[config.mk]
export PLATFORM = sky130hd
export DESIGN_NAME = pp_mult_ctrl
export DESIGN_NICKNAME = d
export VERILOG_FILES = /design/src/rtl/pp_mult_pkg.sv /design/src/rtl/pp_bit_counter.sv /design/src/rtl/pp_mult_ctrl.sv
export SDC_FILE = /design/constraint.sdc
export NUM_CORES = 1
export LEC_CHECK = 0
export CELL_PAD_IN_SITES_DETAIL_PLACEMENT = 2
export CELL_PAD_IN_SITES_GLOBAL_PLACEMENT = 2
export CORE_ASPECT_RATIO = 1.1
export CORE_MARGIN = 1.5
export CORE_UTILIZATION = 25
export CTS_CLUSTER_SIZE = 24
export DETAILED_ROUTE_END_ITERATION = 10
export PLACE_DENSITY_LB_ADDON = 0.12
export SYNTH_ARGS = -nofsm -noshare
export SYNTH_HDL_FRONTEND = slang
export SYNTH_HIERARCHICAL = 1
export SYNTH_SLANG_ARGS = --single-unit
[constraint.sdc]
create_clock -name clk -period 1.6 [get_ports clk]
set_input_delay 0.32 -clock clk [delete_from_list [all_inputs] [get_ports clk]]
set_output_delay 0.32 -clock clk [all_outputs]
set_load 0.005 [all_outputs]
[src/rtl/pp_mult_pkg.sv]
// Shared types for the shift-add multiplier controller.
// Latency: n/a (types and constant functions only).
// Backpressure: n/a.
package pp_mult_pkg;

   // Controller states. The 3-bit encoding leaves three spare codes, and the
   // FSM sends each of them back to IDLE.
   typedef enum logic [2:0] {
      ST_IDLE  = 3'd0,
      ST_LOAD  = 3'd1,
      ST_ADD   = 3'd2,
      ST_SHIFT = 3'd3,
      ST_DONE  = 3'd4
   } state_t;

   // Width of a counter that must be able to hold the value data_width itself.
   function automatic int cnt_width(input int data_width);
      return $clog2(data_width + 1);
   endfunction

endpackage

[src/rtl/pp_bit_counter.sv]
// Clear/increment iteration counter with a look-ahead terminal flag.
// Latency: count updates one cycle after i_clr/i_inc; o_last is combinational from the count.
// Backpressure: none; the counter holds whenever i_inc is low.
//
// Ports:
//   clk, reset_n  clock and asynchronous active-low reset (count cleared)
//   i_clr         synchronous clear to 0 (has priority over i_inc)
//   i_inc         increment by one
//   o_count       current count
//   o_last        high when the next increment reaches MAX_COUNT
module pp_bit_counter #(
   parameter int MAX_COUNT = 8,
   parameter int CNT_W     = $clog2(MAX_COUNT + 1)
) (
   input  logic             clk,
   input  logic             reset_n,
   input  logic             i_clr,
   input  logic             i_inc,
   output logic [CNT_W-1:0] o_count,
   output logic             o_last
);

   logic [CNT_W-1:0] r_count;

   always_ff @(posedge clk or negedge reset_n) begin
      if (!reset_n) begin
         r_count <= '0;
      end else if (i_clr) begin
         r_count <= '0;
      end else if (i_inc) begin
         r_count <= r_count + CNT_W'(1);
      end
   end

   assign o_count = r_count;
   // Look-ahead flag: lets the owner pick its next state in the same cycle
   // as the final increment rather than one cycle later.
   assign o_last  = (r_count == CNT_W'(MAX_COUNT - 1));

endmodule

[src/rtl/pp_mult_ctrl.sv]
// Sequencer for the shift-add multiplier: LOAD, then one ADD/SHIFT pair per multiplier bit (LSB first), then DONE.
// Latency: done is asserted 2*DATA_WIDTH+2 cycles after start is accepted; ready returns one cycle later.
// Backpressure: start is taken only while ready=1 and ignored otherwise; abort cancels a job in any busy state.
//
// Ports:
//   clk, reset_n   clock and asynchronous active-low reset
//   start          multiply request, accepted only in IDLE
//   in_multiplier  operand, sampled when start is accepted
//   abort          synchronous cancel back to IDLE (no done)
//   ready          IDLE indicator
//   en_load        LOAD strobe (clear accumulator / load multiplicand)
//   en_PPReg       ADD strobe (capture adder result)
//   add_en         current multiplier LSB during ADD, else 0
//   shift_en       SHIFT strobe
//   done           one-cycle completion pulse
//   bit_count      number of multiplier bits consumed
module pp_mult_ctrl
   import pp_mult_pkg::*;
#(
   parameter int DATA_WIDTH = 8
) (
   input  logic                                clk,
   input  logic                                reset_n,
   input  logic                                start,
   input  logic [DATA_WIDTH-1:0]               in_multiplier,
   input  logic                                abort,
   output logic                                ready,
   output logic                                en_load,
   output logic                                en_PPReg,
   output logic                                add_en,
   output logic                                shift_en,
   output logic                                done,
   output logic [cnt_width(DATA_WIDTH)-1:0]    bit_count
);

   localparam int CNT_W = cnt_width(DATA_WIDTH);

   state_t                r_state;
   state_t                w_next;
   logic [DATA_WIDTH-1:0] r_mreg;
   logic                  w_accept;
   logic                  w_step;
   logic                  w_last;

   // abort wins over a simultaneous start in IDLE.
   assign w_accept = (r_state == ST_IDLE) && start && !abort;
   // An aborted SHIFT leaves mreg and bit_count untouched.
   assign w_step   = (r_state == ST_SHIFT) && !abort;

   pp_bit_counter #(
      .MAX_COUNT (DATA_WIDTH),
      .CNT_W     (CNT_W)
   ) u_bit_counter (
      .clk     (clk),
      .reset_n (reset_n),
      .i_clr   (w_accept),
      .i_inc   (w_step),
      .o_count (bit_count),
      .o_last  (w_last)
   );

   always_ff @(posedge clk or negedge reset_n) begin
      if (!reset_n) begin
         r_mreg <= '0;
      end else if (w_accept) begin
         r_mreg <= in_multiplier;
      end else if (w_step) begin
         r_mreg <= r_mreg >> 1;
      end
   end

   always_ff @(posedge clk or negedge reset_n) begin
      if (!reset_n) begin
         r_state <= ST_IDLE;
      end else begin
         r_state <= w_next;
      end
   end

   always_comb begin
      w_next = r_state;
      case (r_state)
         ST_IDLE:  if (w_accept) w_next = ST_LOAD;
         ST_LOAD:  w_next = abort ? ST_IDLE : ST_ADD;
         ST_ADD:   w_next = abort ? ST_IDLE : ST_SHIFT;
         ST_SHIFT: begin
            if (abort) begin
               w_next = ST_IDLE;
            end else if (w_last) begin
               w_next = ST_DONE;
            end else begin
               w_next = ST_ADD;
            end
         end
         // DONE completes regardless of abort.
         ST_DONE:  w_next = ST_IDLE;
         default:  w_next = ST_IDLE;
      endcase
   end

   // Every output is a decode of registered state, so none follows an input
   // combinationally.
   assign ready    = (r_state == ST_IDLE);
   assign en_load  = (r_state == ST_LOAD);
   assign en_PPReg = (r_state == ST_ADD);
   assign add_en   = (r_state == ST_ADD) && r_mreg[0];
   assign shift_en = (r_state == ST_SHIFT);
   assign done     = (r_state == ST_DONE);

endmodule

Word level (Yosys, flattened, before mapping). Index checks and enable logic that the tools add are counted.

Register bits: 15.

Equality and inequality tests: 6. Reduce and logical (&&, ||, !) cells: 7. $add $sub $neg: 1. Muxes and demuxes: 10.

Operator list (number): 8-bit 2-to-1 mux (2); 3-bit case mux with 4 select lines (1); 3-bit 2-to-1 mux (3); 4-bit 2-to-1 mux (2); 3-bit by 2-bit == test with 1-bit output, second input constant (2); 4-bit by 1-bit adder with 4-bit output, second input constant (1); 4-bit by 3-bit == test with 1-bit output, second input constant (1); 1-bit logical AND (4); 2-bit 2-to-1 mux (2); 3-bit by 1-bit == test with 1-bit output, second input constant (1); 3-bit == test, second input constant (1); 3-bit zero test (1); 2-bit by 1-bit inequality test with 1-bit output, second input constant (1); 2-bit nonzero test (1); 1-bit zero test (1).

Depth between registers and ports, before layout.
Depth in word-level cells: 5. Mapped depth: 5. Mapped depth without buffers: 4.

By module. Netlist, hierarchy kept.

Modules (own cells, without submodules): pp_mult_ctrl (instances 1, cells each 51, area an instance 550.5 um2); pp_bit_counter (instances 1, cells each 18, area an instance 200.2 um2).

Worst setup path after synthesis. No wires, ideal clock.

Path kind: reg2reg. From: register r_state[2]. To: register u_bit_counter.r_count[3], in the netlist u_bit_counter/o_count[3]. Arrival time: 1571 ps. Slack: -96 ps. Cell stages (with the launch flop): 6. Path through: dfrtp_1 clkbuf_1 or2_2 nor2_1 nand4_1 mux2_4.

Elaborated cells on any way between the ends: 7.

RTL lines: start, declared (line pp_mult_ctrl.sv:38) `state_t r_state;`; start signal, assigned (line pp_mult_ctrl.sv:76) `r_state <= w_next;`; 3-bit by 2-bit == test with 1-bit output (line pp_mult_ctrl.sv:48) `assign w_step = (r_state == ST_SHIFT) && !abort;`; 1-bit logical AND (line pp_mult_ctrl.sv:48); net w_step (line pp_mult_ctrl.sv:42) `logic w_step;`; 2-bit nonzero test (no line); end signal, assigned (line pp_bit_counter.sv:31) `r_count <= r_count + CNT_W'(1);`; end, declared (line pp_bit_counter.sv:23) `logic [CNT_W-1:0] r_count;`.

The timed path passes the listed nets, and every way through them passes these cells. A chain may end at the register's enable or synchronous reset.

Worst setup path after layout.
From: register r_state[1]. To: register r_mreg[2].

Word-level cells in the longest chain between the ends: 4. Elaborated cells on any way between the ends: 7.

Ends and longest elaborated chain: 3-bit zero test (line pp_mult_ctrl.sv:46) `assign w_accept = (r_state == ST_IDLE) && start && !abort;`; 1-bit logical AND (2 in series) (line pp_mult_ctrl.sv:46); 8-bit 2-to-1 mux / 2-bit nonzero test (equally long branches); end signal, assigned (line pp_mult_ctrl.sv:66) `r_mreg <= in_multiplier;`; end signal, assigned (line pp_mult_ctrl.sv:68) `r_mreg <= r_mreg >> 1;`; end, declared (line pp_mult_ctrl.sv:40) `logic [DATA_WIDTH-1:0] r_mreg;`.

Parallel ways exist; a longest one is shown, timed or not.

==> out/results.ini <==
[run_status]
status = complete, but fails checks
violations = negative setup slack

[timing]
worst_slack_ps = -68.1
hold_viol = 0
max-slew-margin-rel_pct = 80.2
grt_setup_unrepaired = yes
fmax_mhz = 599
slew_viol_final = 0
setup_viol = 6
period_share_pct = 104
finClkSkew_ps = 2.22
worst_pin_slew_ps = 294
fin_crit_ps = 1670

[synth]
synth_edf_count = 0
syn_avg_cell_area_um2 = 10.9
synth-main-ff-cell = dfrtp_1
synth.top_cell.area_share_pct = 50.0
ys_seq_elements = 15
synth_cell_type_count = 28
synth_cells = 69
yosysWarningCount = 6
synthArstFlopShare_pct = 100
yosys.area.top_type = dfrtp_1
yosys-top-cells-area = dfrtp_1 (50%), a2bb2oi_1 (8.2%), o22ai_1 (5.8%)
netlist_area_um2 = 751
ys_seq_area_share_pct = 50.0
synth_fp_nets = 82

[floorplan]
fp.dieW_um = 55.3
die_h_um = 60.5
core_area_mm2 = 0.00280
dieArea_mm2 = 0.00334
placementRows = 20
start_util_pct = 26.8
io_pins = 22

[route]
via_count = 747
wl_per_cell_um = 17.4
drc = 0
totalWireLength_um = 2650
routed_via_density = 4.91
antenna_left = 0
dr.pass1.iters = 5
initialDrtViolationCount = 10

[pwr]
pwr_density_cell_mw_per_mm2 = 792
p_leak_nw = 0.578
ir_drop_uv = 570
p_total_w = 0.00100

[cts]
clk_pin_slew_ps = 100
h-tree-depth = 1
cts.sinks = 15
clk_path_buf_depth = 2
clock_latency_ps = 280
cts_tree = done
clock_tree.root_cell = clkbuf_4
cts_buffers = 3

[worst_setup_path]
cp-start-kind = flip-flop
critPathMaxFanout = 7
cp.required_ps = 1820
cp-end-kind = flip-flop
crit_type = flip-flop to flip-flop
worstPathArrival_ps = 1890

[min_path]
min_path_type = primary input to asynchronous set/reset pin

[placement]
place.gp.congestion = 0.651
place_area_mm2 = 0.00110
portBuffers = 21
dp_hpwl_um = 1660

[grt]
grt_max_degree = 16
grtUsageTotal_pct = 15.4
antenna_found_initial = 0
first_global_vias = 793
grt_overflow = 0
grt_pass1_wl_um = 3950

[finish]
antenna_cells = 0
final_area_mm2 = 0.00126
nNetsFinal = 133
fill_cells = 319
area_growth_pct = 68.5
drive_gt1_share_pct = 42.9

[flow_run]
drv_cap = 0

kinds of logic (layout without fill, tap and decap cells):
family          Yosys count  after routing  share of synthesized area [%]
flops                    15             15                           50.0
mux                       2              2                           3.33
buf+inv                   4             54                           3.00
xor+xnor                  1              1                           1.17
simple gates             23             23                           17.2
compound gates           23             23                           23.7
fa+ha+maj                 1              1                           1.67
cell type report:
class | count | area, um^2 | share of cell area (%)
repair buffers | 50 | 417 | 32.9
clock inverters | 1 | 5.00 | 0.396
multi-input cells | 50 | 404 | 31.9
clock buffers | 3 | 22.5 | 1.78
flip-flops and latches | 15 | 375 | 29.7
well taps | 33 | 41.3 | 3.26
power by group:
| group | switching, W | leakage (nW) | internal [W] |
|---|---|---|---|
| Combinational | 0.000111 | 0.375 | 0.000186 |
| Sequential | 0.0000451 | 0.185 | 0.000436 |
| Clock | 0.000132 | 0.0177 | 0.0000928 |
| Total | 0.000287 | 0.578 | 0.000715 |
cells in the mapped netlist, drive strengths merged, types with 2 or more instances:
master,number
nor3,2
o21ai,2
dfrtp,15
and2,2
nor2b,2
nor3b,3
nor2,7
o22ai,7
clkbuf,3
nand2,2
a21oi,2
a2bb2oi,7
placed cells by master, fill, tap and decap left out, drive strengths merged:
master         synthesis  routed
clkinv                 0       1
a21bo                  1       1
nor3                   2       2
or2                    1       1
mux2                   1       1
mux2i                  1       1
o2bb2ai                1       1
a31oi                  1       1
buf                    1      34
o21a                   1       1
nor2                   7       7
a32oi                  1       1
or3b                   1       1
clkdlybuf4s50          0      15
nand4                  1       1
o21ai                  2       2
and2                   2       2
o22ai                  7       7
and3b                  1       1
a21oi                  2       2
a2bb2oi                7       7
clkbuf                 3       4
nand2                  2       2
nor3b                  3       3
ha                     1       1
dfrtp                 15      15
xnor2                  1       1
nor2b                  2       2
nand3b                 1       1
per-stage QoR:
stage | instances | TNS [ps] | utilization [%] | hold slack, ps | setup slack [ps]
after floorplan | 69 | 0 | - | 24.4 | 51.6
after global placement | 134 | -2400 | 39.2 | 519 | -267
after detailed placement | 134 | -2840 | 39.2 | 524 | -287
after CTS | 141 | -320 | 42.1 | 339 | -68.0
after global routing | 152 | -784 | 45.1 | 359 | -143
final | 152 | -249 | 45.1 | 343 | -68.1
per-layer routing:
| layer | track usage, % | share of wire (%) | wire [um] |
|---|---|---|---|
| met1 | 18.7 | 45 | 1190 |
| met2 | 26.7 | 51 | 1350 |
| met3 | 3.20 | 3.5 | 93 |
| met4 | 7.32 | 0.38 | 10 |
| met5 | 0 | 0 | 0 |
sequential cells by signal, indices dropped and copies added (netlist names):
register,cells
r_state,3
r_mreg,8
u_bit_counter/o_count,4
repair_timing:
item / 4_1_cts / 5_1_grt
hold buffers: 0 / 0
pin swaps: 9 / 3
setup endpoints to repair: 14 / 15
setup buffers: 3 / 12
gates cloned: 0 / 0
gates resized for setup: 32 / 6
critical path, cell delays in order (launching register included):
cell and delay, ps:
dfrtp_1 400, buf_6 140, or3b_4 420, buf_6 140
a21oi_4 220, buf_4 160, a2bb2oi_2 110
path summary, 6_finish.rpt:
check,slack (ps),depth (start not counted),end,start
max in group asynchronous,1070,2,u_bit_counter/o_count[0]$_DFFE_PN0P_,reset_n
hold reg to reg,540,1,r_mreg[0]$_DFFE_PN0P_,r_mreg[0]$_DFFE_PN0P_
hold / removal,340,2,r_mreg[7]$_DFFE_PN0P_,reset_n
min in group clk,540,1,r_mreg[0]$_DFFE_PN0P_,r_mreg[0]$_DFFE_PN0P_
setup / recovery,-70,6,r_mreg[2]$_DFFE_PN0P_,r_state[1]$_DFFE_PN0P_
setup reg to reg,-70,6,r_mreg[2]$_DFFE_PN0P_,r_state[1]$_DFFE_PN0P_
(Power assumes the default switching activity.)
